===== src/rtl/vend_pkg.sv =====
// Shared types and constants for the soda vending sequencer.
package vend_pkg;

    // Credit register width; MAX_CREDIT never exceeds 60 cents.
    localparam int unsigned CREDIT_W = 6;

    // Coin denominations in cents.
    localparam logic [CREDIT_W-1:0] NICKEL_C  = CREDIT_W'(5);
    localparam logic [CREDIT_W-1:0] DIME_C    = CREDIT_W'(10);
    localparam logic [CREDIT_W-1:0] QUARTER_C = CREDIT_W'(25);

    typedef enum logic [1:0] {
        IDLE,
        COLLECT,
        DISPENSE,
        CHANGE
    } vend_state_t;

endpackage


===== src/rtl/vend_sequencer_if.sv =====
// Dispenser and coin-hopper req/ack handshakes of the vending sequencer.
interface vend_sequencer_if;

    logic disp_req;
    logic disp_ack;
    logic hop_req;
    logic hop_ack;

    // Sequencer side: issues requests, receives acknowledges.
    modport master (
        output disp_req,
        output hop_req,
        input  disp_ack,
        input  hop_ack
    );

    // Dispenser/hopper side.
    modport slave (
        input  disp_req,
        input  hop_req,
        output disp_ack,
        output hop_ack
    );

endinterface


===== src/rtl/vend_coin_decode.sv =====
// Priority decode of the coin pulses: quarter > dime > nickel.
module vend_coin_decode
    import vend_pkg::*;
(
    input  logic                nickel,
    input  logic                dime,
    input  logic                quarter,
    output logic                coin_valid,
    output logic [CREDIT_W-1:0] value,
    output logic                multi_coin
);

    // Select the highest-value coin and flag simultaneous inserts.
    always_comb begin
        value = '0;
        if (quarter) begin
            value = QUARTER_C;
        end else if (dime) begin
            value = DIME_C;
        end else if (nickel) begin
            value = NICKEL_C;
        end
        coin_valid = nickel | dime | quarter;
        multi_coin = (nickel & dime) | (nickel & quarter) | (dime & quarter);
    end

endmodule


===== src/rtl/vend_sequencer.sv =====
// Vending control: credit accumulation, dispense handshake with timeout,
// and nickel-by-nickel change/refund payout.
module vend_sequencer
    import vend_pkg::*;
#(
    parameter int unsigned PRICE      = 20,
    parameter int unsigned MAX_CREDIT = 40,
    parameter int unsigned TIMEOUT    = 15
) (
    input  logic                clk,
    input  logic                rst_n,
    input  logic                nickel,
    input  logic                dime,
    input  logic                quarter,
    input  logic                coin_return,
    vend_sequencer_if.master    hs,
    output logic                soda,
    output logic                coin_reject,
    output logic [CREDIT_W-1:0] credit,
    output logic                busy,
    output logic                fault
);

    localparam logic [CREDIT_W-1:0] PRICE_C = CREDIT_W'(PRICE);
    localparam logic [CREDIT_W:0]   MAX_C   = (CREDIT_W + 1)'(MAX_CREDIT);
    // Last counter value with disp_req still high; expiry fires on this cycle.
    localparam logic [7:0]          TO_LAST = 8'(TIMEOUT - 1);

    vend_state_t         state, state_n;
    logic [CREDIT_W-1:0] credit_q, credit_n;
    logic [7:0]          cnt_q, cnt_n;
    logic                disp_req_q, disp_req_n;
    logic                hop_req_q, hop_req_n;
    logic                soda_q, soda_n;
    logic                reject_q, reject_n;
    logic                busy_q, busy_n;
    logic                fault_q, fault_n;

    logic                coin_valid;
    logic                multi_coin;
    logic [CREDIT_W-1:0] coin_value;
    logic [CREDIT_W:0]   sum;
    logic                coin_window;
    logic                coin_ok;

    vend_coin_decode u_decode (
        .nickel     (nickel),
        .dime       (dime),
        .quarter    (quarter),
        .coin_valid (coin_valid),
        .value      (coin_value),
        .multi_coin (multi_coin)
    );

    // Next-state, next-credit and next-output computation.
    always_comb begin
        state_n    = state;
        credit_n   = credit_q;
        cnt_n      = '0;
        soda_n     = 1'b0;
        reject_n   = 1'b0;
        fault_n    = fault_q;
        coin_ok    = 1'b0;
        sum        = {1'b0, credit_q} + {1'b0, coin_value};
        coin_window = (state == IDLE) ||
                      ((state == COLLECT) && (credit_q < PRICE_C));

        if (coin_valid) begin
            if (coin_window && (sum <= MAX_C)) begin
                coin_ok = 1'b1;
            end else begin
                reject_n = 1'b1;
            end
        end
        if (multi_coin) begin
            reject_n = 1'b1;
        end

        unique case (state)
            IDLE: begin
                if (coin_ok) begin
                    credit_n = sum[CREDIT_W-1:0];
                    state_n  = COLLECT;
                end
            end
            COLLECT: begin
                if (credit_q >= PRICE_C) begin
                    state_n = DISPENSE;
                end else begin
                    if (coin_ok) begin
                        credit_n = sum[CREDIT_W-1:0];
                    end
                    if (coin_return) begin
                        state_n = CHANGE;
                    end
                end
            end
            DISPENSE: begin
                // Ack is checked before expiry so a same-cycle ack still vends.
                if (disp_req_q && hs.disp_ack) begin
                    credit_n = credit_q - PRICE_C;
                    soda_n   = 1'b1;
                    state_n  = (credit_n != '0) ? CHANGE : IDLE;
                end else if (cnt_q == TO_LAST) begin
                    fault_n = 1'b1;
                    state_n = CHANGE;
                end else begin
                    cnt_n = cnt_q + 8'd1;
                end
            end
            CHANGE: begin
                if (hop_req_q && hs.hop_ack && (credit_q != '0)) begin
                    credit_n = credit_q - NICKEL_C;
                end
                if (credit_n == '0) begin
                    state_n = IDLE;
                end
            end
        endcase

        // Outputs are derived from the next state so they register with it.
        disp_req_n = (state_n == DISPENSE);
        hop_req_n  = (state_n == CHANGE) && (credit_n != '0);
        busy_n     = (state_n == DISPENSE) || (state_n == CHANGE);
    end

    // State, credit, counter and registered-output storage.
    always_ff @(posedge clk or negedge rst_n) begin
        if (!rst_n) begin
            state      <= IDLE;
            credit_q   <= '0;
            cnt_q      <= '0;
            disp_req_q <= 1'b0;
            hop_req_q  <= 1'b0;
            soda_q     <= 1'b0;
            reject_q   <= 1'b0;
            busy_q     <= 1'b0;
            fault_q    <= 1'b0;
        end else begin
            state      <= state_n;
            credit_q   <= credit_n;
            cnt_q      <= cnt_n;
            disp_req_q <= disp_req_n;
            hop_req_q  <= hop_req_n;
            soda_q     <= soda_n;
            reject_q   <= reject_n;
            busy_q     <= busy_n;
            fault_q    <= fault_n;
        end
    end

    assign hs.disp_req = disp_req_q;
    assign hs.hop_req  = hop_req_q;
    assign soda        = soda_q;
    assign coin_reject = reject_q;
    assign credit      = credit_q;
    assign busy        = busy_q;
    assign fault       = fault_q;

endmodule

===== src/flat_wrapper.sv =====
// flat-port wrapper written by rule: the top's interface ports become plain ports
module vend_sequencer_flat import vend_pkg::*;
#(
    parameter int unsigned PRICE      = 20,
    parameter int unsigned MAX_CREDIT = 40,
    parameter int unsigned TIMEOUT    = 15
)
  (clk, rst_n, nickel, dime, quarter, coin_return, soda, coin_reject, credit, busy, fault, hs_disp_req, hs_hop_req, hs_disp_ack, hs_hop_ack);
  vend_sequencer_if hs_i ();
  input  logic clk;
  input  logic rst_n;
  input  logic nickel;
  input  logic dime;
  input  logic quarter;
  input  logic coin_return;
  output logic soda;
  output logic coin_reject;
  output logic [CREDIT_W-1:0] credit;
  output logic busy;
  output logic fault;
  output wire logic [$bits(hs_i.disp_req)-1:0] hs_disp_req;
  output wire logic [$bits(hs_i.hop_req)-1:0] hs_hop_req;
  input wire logic [$bits(hs_i.disp_ack)-1:0] hs_disp_ack;
  input wire logic [$bits(hs_i.hop_ack)-1:0] hs_hop_ack;
  assign hs_disp_req = hs_i.disp_req;
  assign hs_hop_req = hs_i.hop_req;
  assign hs_i.disp_ack = hs_disp_ack;
  assign hs_i.hop_ack = hs_hop_ack;
  vend_sequencer #(.PRICE(PRICE), .MAX_CREDIT(MAX_CREDIT), .TIMEOUT(TIMEOUT)) u_core (.clk(clk), .rst_n(rst_n), .nickel(nickel), .dime(dime), .quarter(quarter), .coin_return(coin_return), .hs(hs_i), .soda(soda), .coin_reject(coin_reject), .credit(credit), .busy(busy), .fault(fault));
endmodule

===== config.mk =====
export PLATFORM = sky130hd
export DESIGN_NAME = vend_sequencer_flat
export DESIGN_NICKNAME = d
export VERILOG_FILES = /design/src/rtl/vend_pkg.sv /design/src/rtl/vend_sequencer_if.sv /design/src/rtl/vend_coin_decode.sv /design/src/rtl/vend_sequencer.sv /design/src/flat_wrapper.sv
export SDC_FILE = /design/constraint.sdc
export NUM_CORES = 1
export LEC_CHECK = 0
export ABC_AREA = 0
export CORE_ASPECT_RATIO = 0.6
export CORE_MARGIN = 2
export CORE_UTILIZATION = 50
export CTS_BUF_LIST = sky130_fd_sc_hd__clkbuf_16
export DETAILED_ROUTE_END_ITERATION = 12
export PLACE_DENSITY = 0.82
export SLEW_MARGIN = 20
export SYNTH_ARGS = -nofsm -noshare
export SYNTH_HDL_FRONTEND = slang
export SYNTH_HIERARCHICAL = 1
export SYNTH_SLANG_ARGS = --single-unit
export TNS_END_PERCENT = 10

===== constraint.sdc =====
create_clock -name clk -period 2.7 [get_ports clk]
set_input_delay 0.405 -clock clk [delete_from_list [all_inputs] [get_ports clk]]
set_output_delay 0.405 -clock clk [all_outputs]
set_load 0.02 [all_outputs]

==> results by group <==
Placed design
  • PortBufs: 19
  • Pre-CTS setup slack: -0.908 ns
  • Dpl cell area: 2350 sq um
  • GPL Wtd Cong: 0.990
  • Detail Placement HPWL: 4150 um

Routing
  • Drt drc: 0
  • Via density: 6.84
  • Vias post-DR: 2215
  • Drt pass-1 iters: 6
  • Wirelength per Cell: 21.8 um
  • DR iter-0 viols: 440
  • Post-DRT Antenna Nets: 0
  • Routed Wire Length: 7050 um

Synth
  • Main synth FF type: dfrtp_1
  • Sequential cell area fraction in the yosys report: 0.305
  • Library cells used by synthesis: 63
  • Syn Area/Cell: 8.81 sq um
  • Syn Std Cell Area: 1810 sq um
  • FFs w/ async S/R, synth: 1.00
  • Number of synthesized register bits: 22
  • Leading area contributor after synthesis: dfrtp_1
  • Synthesized instance count: 205
  • Share of the synthesized area in the top cell type: 0.305
  • Post-synth EDFFs: 0
  • Largest cells by area after synthesis: dfrtp_1 30%, ha_1 9.0%, nor2_1 4.6%, xor2_1 3.9%, nand2_1 3.3%
  • Yosys warnings: 6
  • Syn Nets: 227

Worst setup path
  • Max incr delay on CP: 0.32 ns
  • Bufs and invs on worst path: 2
  • Req. time, crit path: 2.83 ns
  • Critical path class: primary input to flop
  • Worst Path Max Fanout: 7
  • RR Endpoint: u_core/hs.hop_req$_DFF_PN0_
  • Slowest cell on crit path: o22a_2
  • CP delay by family, top: compound AO/OA/AOI/OAI gates
  • Most used cell, CP: or2_1
  • R2r setup slk: -0.33 ns
  • Crit. End Element: flop
  • Critical-path cell list: buf_2 -> or2_1 -> buf_4 -> ha_1 -> or2_1 -> and3_1 -> o22a_2 -> o211a_1 -> o31ai_4 -> o2111ai_2 -> o311a_1
  • Crit start category: primary input
  • WP data arrival: 3.18 ns
  • RR Startpoint: u_core/credit[0]$_DFF_PN0_
  • R2R cell count: 9

STA
  • Setup violation total in the final timing report: 7
  • Fin. max-slew vios: 0
  • Slew headroom: 0.613
  • Final Hold Vio Count: 0
  • Clock Skews: 0.00404 ns
  • FMAX: 328 MHz
  • Worst Slack Setup Final: -0.348 ns
  • Worst slew pin tran: 0.580 ns
  • Final Critical Period: 3.05 ns
  • Fin crit share: 1.13
  • RSZ-0062 raised after global routing: true

Power and ir drop
  • Sequential share of power: 0.164
  • Final total power: 3.59 mW
  • Maximum VDD drop: 0.000640 V
  • Switching Fraction: 0.477
  • Clock network power share: 0.088
  • Internal: 1.88 mW
  • P_sw: 1.71 mW
  • Combinational cell fraction of total power: 0.747
  • Power per Cell Area: 1370 nW/um^2
  • LEAKAGE: 1.21 nW

Hold path
  • Worst Hold Class: primary input to asynchronous set/reset pin

GRT
  • First-pass GRT wire length: 9570 um
  • Initial antenna violation count: 0
  • Largest net degree at the start of global routing: 21
  • Global route overflow: 0
  • Global Route Usage Sum: 0.321
  • Vias in the first global route: 1906

Layout
  • Final core utilization: 0.785
  • P&R area growth vs syn: 45.4%
  • Layout cell share with drive strength beyond 1: 0.326
  • Post-Layout Inst Area: 2630 sq um
  • Net count, final: 302
  • Antenna diodes: 0

Floorplanning
  • Core Rows: 16
  • Initial Utilization: 0.540
  • Die Wd: 81.6 um
  • I/O pin cnt: 20
  • Core box area: 3340 sq um
  • Die area: 4120 sq um
  • DIE HEIGHT: 50.5 um

Clock network
  • Clock Path Buffers: 2
  • Clock root buffer: clkbuf_16
  • Clk_lat worst skew: 0.26 ns
  • Hold-fix buffers, CTS: 0
  • Reg clk slew, reported paths: 0.06 ns
  • CTS tree: done
  • Clock sink count: 22
  • CTS H-Tree Depth: 1
  • Num CTS Buffers: 3

Outcome
  • Status: finished with violations
  • Failing checks: negative setup slack

Run
  • MaxCap Viol Count: 0
## power groups by stage
| stage | sequential, mW | combinational (mW) | clock [mW] |
|---|---|---|---|
| 5_1_grt | 0.600 | 2.79 | 0.332 |
| 2_1_floorplan | 0.617 | 1.14 | 0 |
| 3_5_place_dp | 0.567 | 2.09 | 0 |
| 3_3_place_gp | 0.565 | 2.06 | 0 |
| 4_1_cts | 0.566 | 2.28 | 0.320 |
| 6_report | 0.591 | 2.68 | 0.317 |
## how the worst max path moves through the flow
stage                  from                          end  slack (ns)  depth (start not counted)
floorplan           quarter  u_core/hs.hop_req$_DFF_PN0_       -0.11                         10
detailed placement  quarter  u_core/hs.hop_req$_DFF_PN0_       -0.91                         11
CTS                 quarter  u_core/hs.hop_req$_DFF_PN0_       -0.26                         11
finish                 dime  u_core/hs.hop_req$_DFF_PN0_       -0.35                         11
global route           dime  u_core/hs.hop_req$_DFF_PN0_       -0.35                         12
global placement    quarter  u_core/hs.hop_req$_DFF_PN0_       -0.71                         11
## metal layers
metal,GRT usage,up-vias,routed length (um)
li1,-,898,-
met1,0.446,1029,2710
met2,0.477,219,2880
met3,0.0953,69,1070
met4,0.103,0,388
met5,0,-,0
## layout by cell type, fill, tap and decap left out, drive strengths merged, types with 2 or more instances in the layout
cell and instances:
a211o 2, nand4b 2, dfrtp 22, xor2 8, nor2 22, or3 2
a31oi 3, inv 12, nand3b 3, clkdlybuf4s50 16, and3 4, clkbuf 3
a21oi 7, or2 4, nor3 6, a32o 2, a211oi 3, nand3 6
o21bai 2, o21a 4, xnor2 5, o21ai 12, nand2 16, nor2b 2
nand4 6, buf 61, ha 13
## worst register-to-register path, delay by kind of cell (launching register included)
family | cells | cell delay (ns)
fa+ha+maj | 2 | 0.53
flops | 1 | 0.43
compound gates | 6 | 1.71
simple gates | 1 | 0.24
## flip-flops by register name, summed over array words and instances, names as in the netlist
register and flops:
u_core/cnt_q 8, u_core/credit 6, u_core/fault 1, u_core/state 2, u_core/soda 1, u_core/coin_reject 1
u_core/hs.disp_req 1, u_core/busy 1, u_core/hs.hop_req 1
## cell usage after synthesis, drive strengths merged, types with 2 or more instances
cell	number
nor2b	2
nor2	22
a32o	2
a211oi	3
a21oi	7
nand2	16
nand3b	3
xor2	8
dfrtp	22
o21a	4
ha	13
buf	4
inv	12
o21bai	2
or3	2
nand4b	2
xnor2	5
or2	4
nand3	6
and3	4
nor3	6
a31oi	3
a211o	2
o21ai	12
clkbuf	3
nand4	6
## logic make-up after synthesis
kind of cell,share of synthesized area
buffers and inverters,0.0485
adders and majority gates,0.107
other,0.00208
xor gates and xnor gates,0.0631
and+or+nand+nor,0.219
muxes,0.0118
DFF,0.305
AOI/OAI and AO/OA,0.244
## repair_timing
item,4_1_cts,5_1_grt
pin swaps,11,9
setup endpoints to repair,9,11
setup buffers,9,5
hold endpoints to repair,0,0
resized for setup,23,15
## through the flow
step                      cells  setup TNS [ns]  hold slack (ns)
after floorplan             205          -0.113            0.109
after global placement      306           -4.15            0.470
after detailed placement    306           -5.29            0.464
after CTS                   319          -0.505            0.320
after global routing        324           -1.16            0.321
final                       324          -0.843            0.320
## final cells by class
cell class,instances,area (sq um)
clock buffer,3,75.1
inverter,12,45.0
sequential,22,552
tap,45,56.3
clock inverter,1,3.75
multi-input combinational,164,1270
timing repair buffer,77,621
fill,185,718
Power figures use the tool's default switching activity.
==> edit 1 (same settings) <==
Change the package constant `CREDIT_W` from 6 to 3.
--- a/src/rtl/vend_pkg.sv
+++ b/src/rtl/vend_pkg.sv
@@ -2,7 +2,7 @@
 package vend_pkg;
 
     // Credit register width; MAX_CREDIT never exceeds 60 cents.
-    localparam int unsigned CREDIT_W = 6;
+    localparam int unsigned CREDIT_W = 3;
 
     // Coin denominations in cents.
     localparam logic [CREDIT_W-1:0] NICKEL_C  = CREDIT_W'(5);
Ports: changed (resized credit); port bits go from 20 to 17. The function was not compared with the original's and may differ.
==> edit 1 against the unedited design <==
Setup slack gained 0.43 ns; sequential power is 22% lower; power fell by 52%; routed wire length is 58% lower; cell area down 41%; sequential cell count decreased by 3; area after synthesis is 35% lower; critical path depth stayed put; critical endpoint unchanged.
==> edit 1: results <==
[global_route]
grt_antenna_before_repair = 0
grt_pass1_vias = 998
grt_pass1_wl_um = 4961
grt_max_degree = 20
grt_use_total_pct = 24.05

[worst_setup_path]
r2r_start = u_core/credit[1]
arrival_ns = 2.75
path_max_fanout = 5

[min_path]
holdCritPathClass = flip-flop to flip-flop

[logic_synthesis]
ys_types = 38
synth_nets = 134
synthArstFlopShare_pct = 100.0
ys.flop_type = dfrtp_1
synth_common_cells = 19 x dfrtp_1, 10 x nor2_1, 9 x inv_1, 9 x nand2_1, 9 x nand3_1
ys_warn_count = 6
yosys-top-cells-area = dfrtp_1 41%, ha_1 7.5%, xor2_1 4.5%
yosysSeqAreaShare_pct = 40.69

[final_layout]
diodes = 0
drive_above_1_share_pct = 22.15
final_nets = 166
largest_reg_flops = 8

[timing]
tightest_slew_ns = 0.8189
setup_viol = 0
fin_skew_ns = 0.001099

[clocking]
clockBufferDepth = 2
htree_levels = 1
path_clk_slew_ns = 0.05

[placement]
placed_area_um2 = 1426
hpwl_um = 2185
io_buffers = 16
place_congestion = 0.9492

[run_status]
run_status = finished clean

[detailed_routing]
vias = 1059
wl_per_cell_um = 16.49
drt-initial-drc-count = 110

[power]
internal-power_mw = 1.016
power.leakage_nw = 0.6747
ir_drop_mv = 0.5352
-- edit 1: cell types whose count changed in the layout (fill, tap and decap cells not counted), sizes merged, moves of 6 or more --
cell	unedited run	this run
buf	61	13
ha	13	7
nand2	16	10
nor2	22	10
o21ai	12	4
-- edit 1: cells by family (layout without fill, tap and decap cells) --
logic type | Yosys count | count (layout) | share of synthesized area (%)
flops | 19 | 19 | 40.69
xor+xnor | 7 | 7 | 5.246
compound gates | 24 | 24 | 16.60
fa+ha+maj | 9 | 9 | 10.06
buf+inv | 11 | 42 | 4.818
simple gates | 48 | 48 | 22.59
-- edit 1: power groups by stage --
stage	Combinational, mW	Sequential [mW]	Clock [mW]
floorplan	0.508	0.495	0
global placement	0.840	0.461	0
detailed placement	0.869	0.461	0
CTS	0.875	0.460	0.298
global route	1.05	0.472	0.317
finish	0.976	0.462	0.294
-- edit 1: what timing repair did --
item / 4_1_cts / 5_1_grt
buffers inserted: 0 / 2
resized for setup: 0 / 6
endpoints found under the setup margin: 0 / 1
-- edit 1: critical path: stages --
cell and delay, ns:
clkdlybuf4s50_1 0.44, inv_2 0.07, a21o_2 0.13, ha_2 0.18
inv_2 0.04, fa_2 0.36, xor2_2 0.22, a32oi_4 0.17
o211ai_1 0.23, o221ai_2 0.15, o311a_1 0.35
-- edit 1: final cells by class --
| cell class | instances | area (um^2) |
|---|---|---|
| tap | 30 | 37.54 |
| clock inverter | 1 | 3.754 |
| fill | 155 | 651.9 |
| multi-input combinational | 88 | 660.6 |
| timing repair buffer | 29 | 257.7 |
| inverter | 9 | 33.78 |
| clock buffer | 3 | 75.07 |
| sequential | 19 | 475.5 |
-- edit 1: per-layer routing --
layer / vias to the layer above / share of wire [%] / track usage [%]
li1: 482 / - / -
met1: 503 / 43 / 35.94
met2: 72 / 46 / 34.80
met3: 2 / 11 / 7.317
met4: 0 / 0.47 / 4.082
met5: - / 0 / 0
-- edit 1: worst paths after layout --
check / to / slack (ns) / cells past startpoint
min reg2reg: u_core/fault / 0.49 / 1
min: u_core/fault / 0.49 / 1
max: u_core/hs.hop_req / 0.08 / 11
max in group asynchronous: u_core/coin_reject / 1.56 / 1
max reg2reg: u_core/hs.hop_req / 0.43 / 7
min in group asynchronous: u_core/cnt_q[2] / 0.63 / 1
-- edit 1: stage by stage --
stage | std cells | power, mW | TNS [ns] | hold WS (ns) | setup WS (ns)
finish | 179 | 1.733 | 0 | 0.4898 | 0.08327
global route | 179 | 1.842 | -0.01336 | 0.5158 | -0.009333
CTS | 177 | 1.634 | 0 | 0.4926 | 0.08971
detailed placement | 173 | 1.329 | -0.3617 | 0.4777 | -0.2088
global placement | 173 | 1.301 | -0.1103 | 0.4607 | -0.07843
floorplan | 118 | 1.003 | 0 | 0.1094 | 0.3939
==> edit 2 (same settings) <==
Made on the original files. Register the output `fault` once more, cleared by the reset; this adds one clock of latency there. The other outputs are not delayed to match.
--- a/src/rtl/vend_sequencer.sv
+++ b/src/rtl/vend_sequencer.sv
@@ -155,6 +155,12 @@
     assign coin_reject = reject_q;
     assign credit      = credit_q;
     assign busy        = busy_q;
-    assign fault       = fault_q;
+    always_ff @(posedge clk or negedge rst_n) begin
+        if (!rst_n) begin
+            fault <= '0;
+        end else begin
+            fault <= fault_q;
+        end
+    end
 
 endmodule
Function: same outputs for any inputs over 10 cycles, from zero or initial values and one cycle with rst_n low; that may be too few to reach the edited logic, so the function may still have changed.
==> edit 2 against the unedited design <==
The run still ends with setup timing left; power grew 0.20%; count of clock-buffer cells in the layout stayed put; routed wire length is 0.77% lower; cell area up 0.67%; utilization fell by 0.41 points; setup slack better by 0.016 ns; area after synthesis increased by 1.4%; largest power group unchanged; global-route usage down 1.9 points; sequential cell count rose by 1.
==> edit 2: results <==
[placement]
placed_area_um2 = 2386
pre_cts_slack_ns = -0.9147
place_congestion = 0.9957

[logic_synthesis]
synth_nets = 228
synth_common_cells = 23 x dfrtp_1, 22 x nor2_1, 16 x nand2_1
yosys-top-cells-area = dfrtp_1 31%, ha_1 8.9%, nor2_1 4.5%
syn_area_per_cell_um2 = 8.886

[power]
ir_drop_mv = 0.7546
power.leakage_nw = 1.214

[worst_setup_path]
path_max_fanout = 4
arrival_ns = 3.16

[min_path]
holdCritPathClass = flip-flop to flip-flop

[detailed_routing]
drt-initial-drc-count = 432
wl_um = 6999
wirelength_met1_um = 2895

[final_layout]
drive_above_1_share_pct = 30.91
final_nets = 298
finalNonFillerCells = 320

[global_route]
grt_pass1_wl_um = 9280
grt_max_degree = 24
gr-usage-met3_pct = 7.597
grt_use_total_pct = 30.18

[timing]
finalWorstSetupSlack_ns = -0.3316
setup_tns_ns = -0.5593
setup_viol = 6
tightest_slew_ns = 0.5344
fin_skew_ns = 0.005259

[run_status]
run_status = finished with violations
failed_checks = setup timing
-- edit 2: power breakdown --
group	switching [mW]	internal, mW
Combinational	1.46	1.24
Sequential	0.138	0.447
Clock	0.121	0.199
Total	1.72	1.88
-- edit 2: what timing repair did --
item / 4_1_cts / 5_1_grt
pin swaps: 10 / 15
resized for setup: 21 / 22
setup buffers: 3 / 4
hold endpoints to repair: 0 / 0
setup endpoints to repair: 10 / 9
-- edit 2: logic make-up (layout without fill, tap and decap cells) --
family / count (synthesis) / in the layout / share of synthesized area [%]
XOR/XNOR: 13 / 13 / 6.220
adder cells (fa/ha/maj): 15 / 15 / 10.53
other: 1 / 1 / 0.2049
AO/OA/AOI/OAI: 56 / 56 / 24.06
multiplexers: 2 / 2 / 1.162
flip-flops: 23 / 23 / 31.44
buffers and inverters: 19 / 88 / 4.784
AND/OR/NAND/NOR: 77 / 77 / 21.60
-- edit 2: final timing paths --
check,slack (ns),to,startpoint,depth (start not counted)
max,-0.33,u_core/hs.hop_req,u_core/credit[0],10
min,0.41,u_core/fault,u_core/fault_q,0
max reg2reg,-0.33,u_core/hs.hop_req,u_core/credit[0],10
min reg2reg,0.41,u_core/fault,u_core/fault_q,0
max in group asynchronous,1.96,u_core/credit[0],rst_n,2
min in group asynchronous,0.50,u_core/cnt_q[2],rst_n,2
-- edit 2: layout make-up --
type	instances	area share (%)
clock buffer	3	2.841
clock inverter	1	0.1894
inverter	12	1.705
multi-input combinational	164	48.44
sequential	23	21.88
tap	45	2.131
timing repair buffer	72	22.82
-- edit 2: worst max-delay path, cell delays in order (launching register included) --
cell	delay, ns
dfrtp_2	0.43
ha_4	0.17
fa_2	0.33
a211o_1	0.32
a31o_1	0.28
a211oi_4	0.35
buf_6	0.17
o21ai_4	0.06
a311oi_2	0.30
o2111ai_1	0.16
o311a_1	0.33
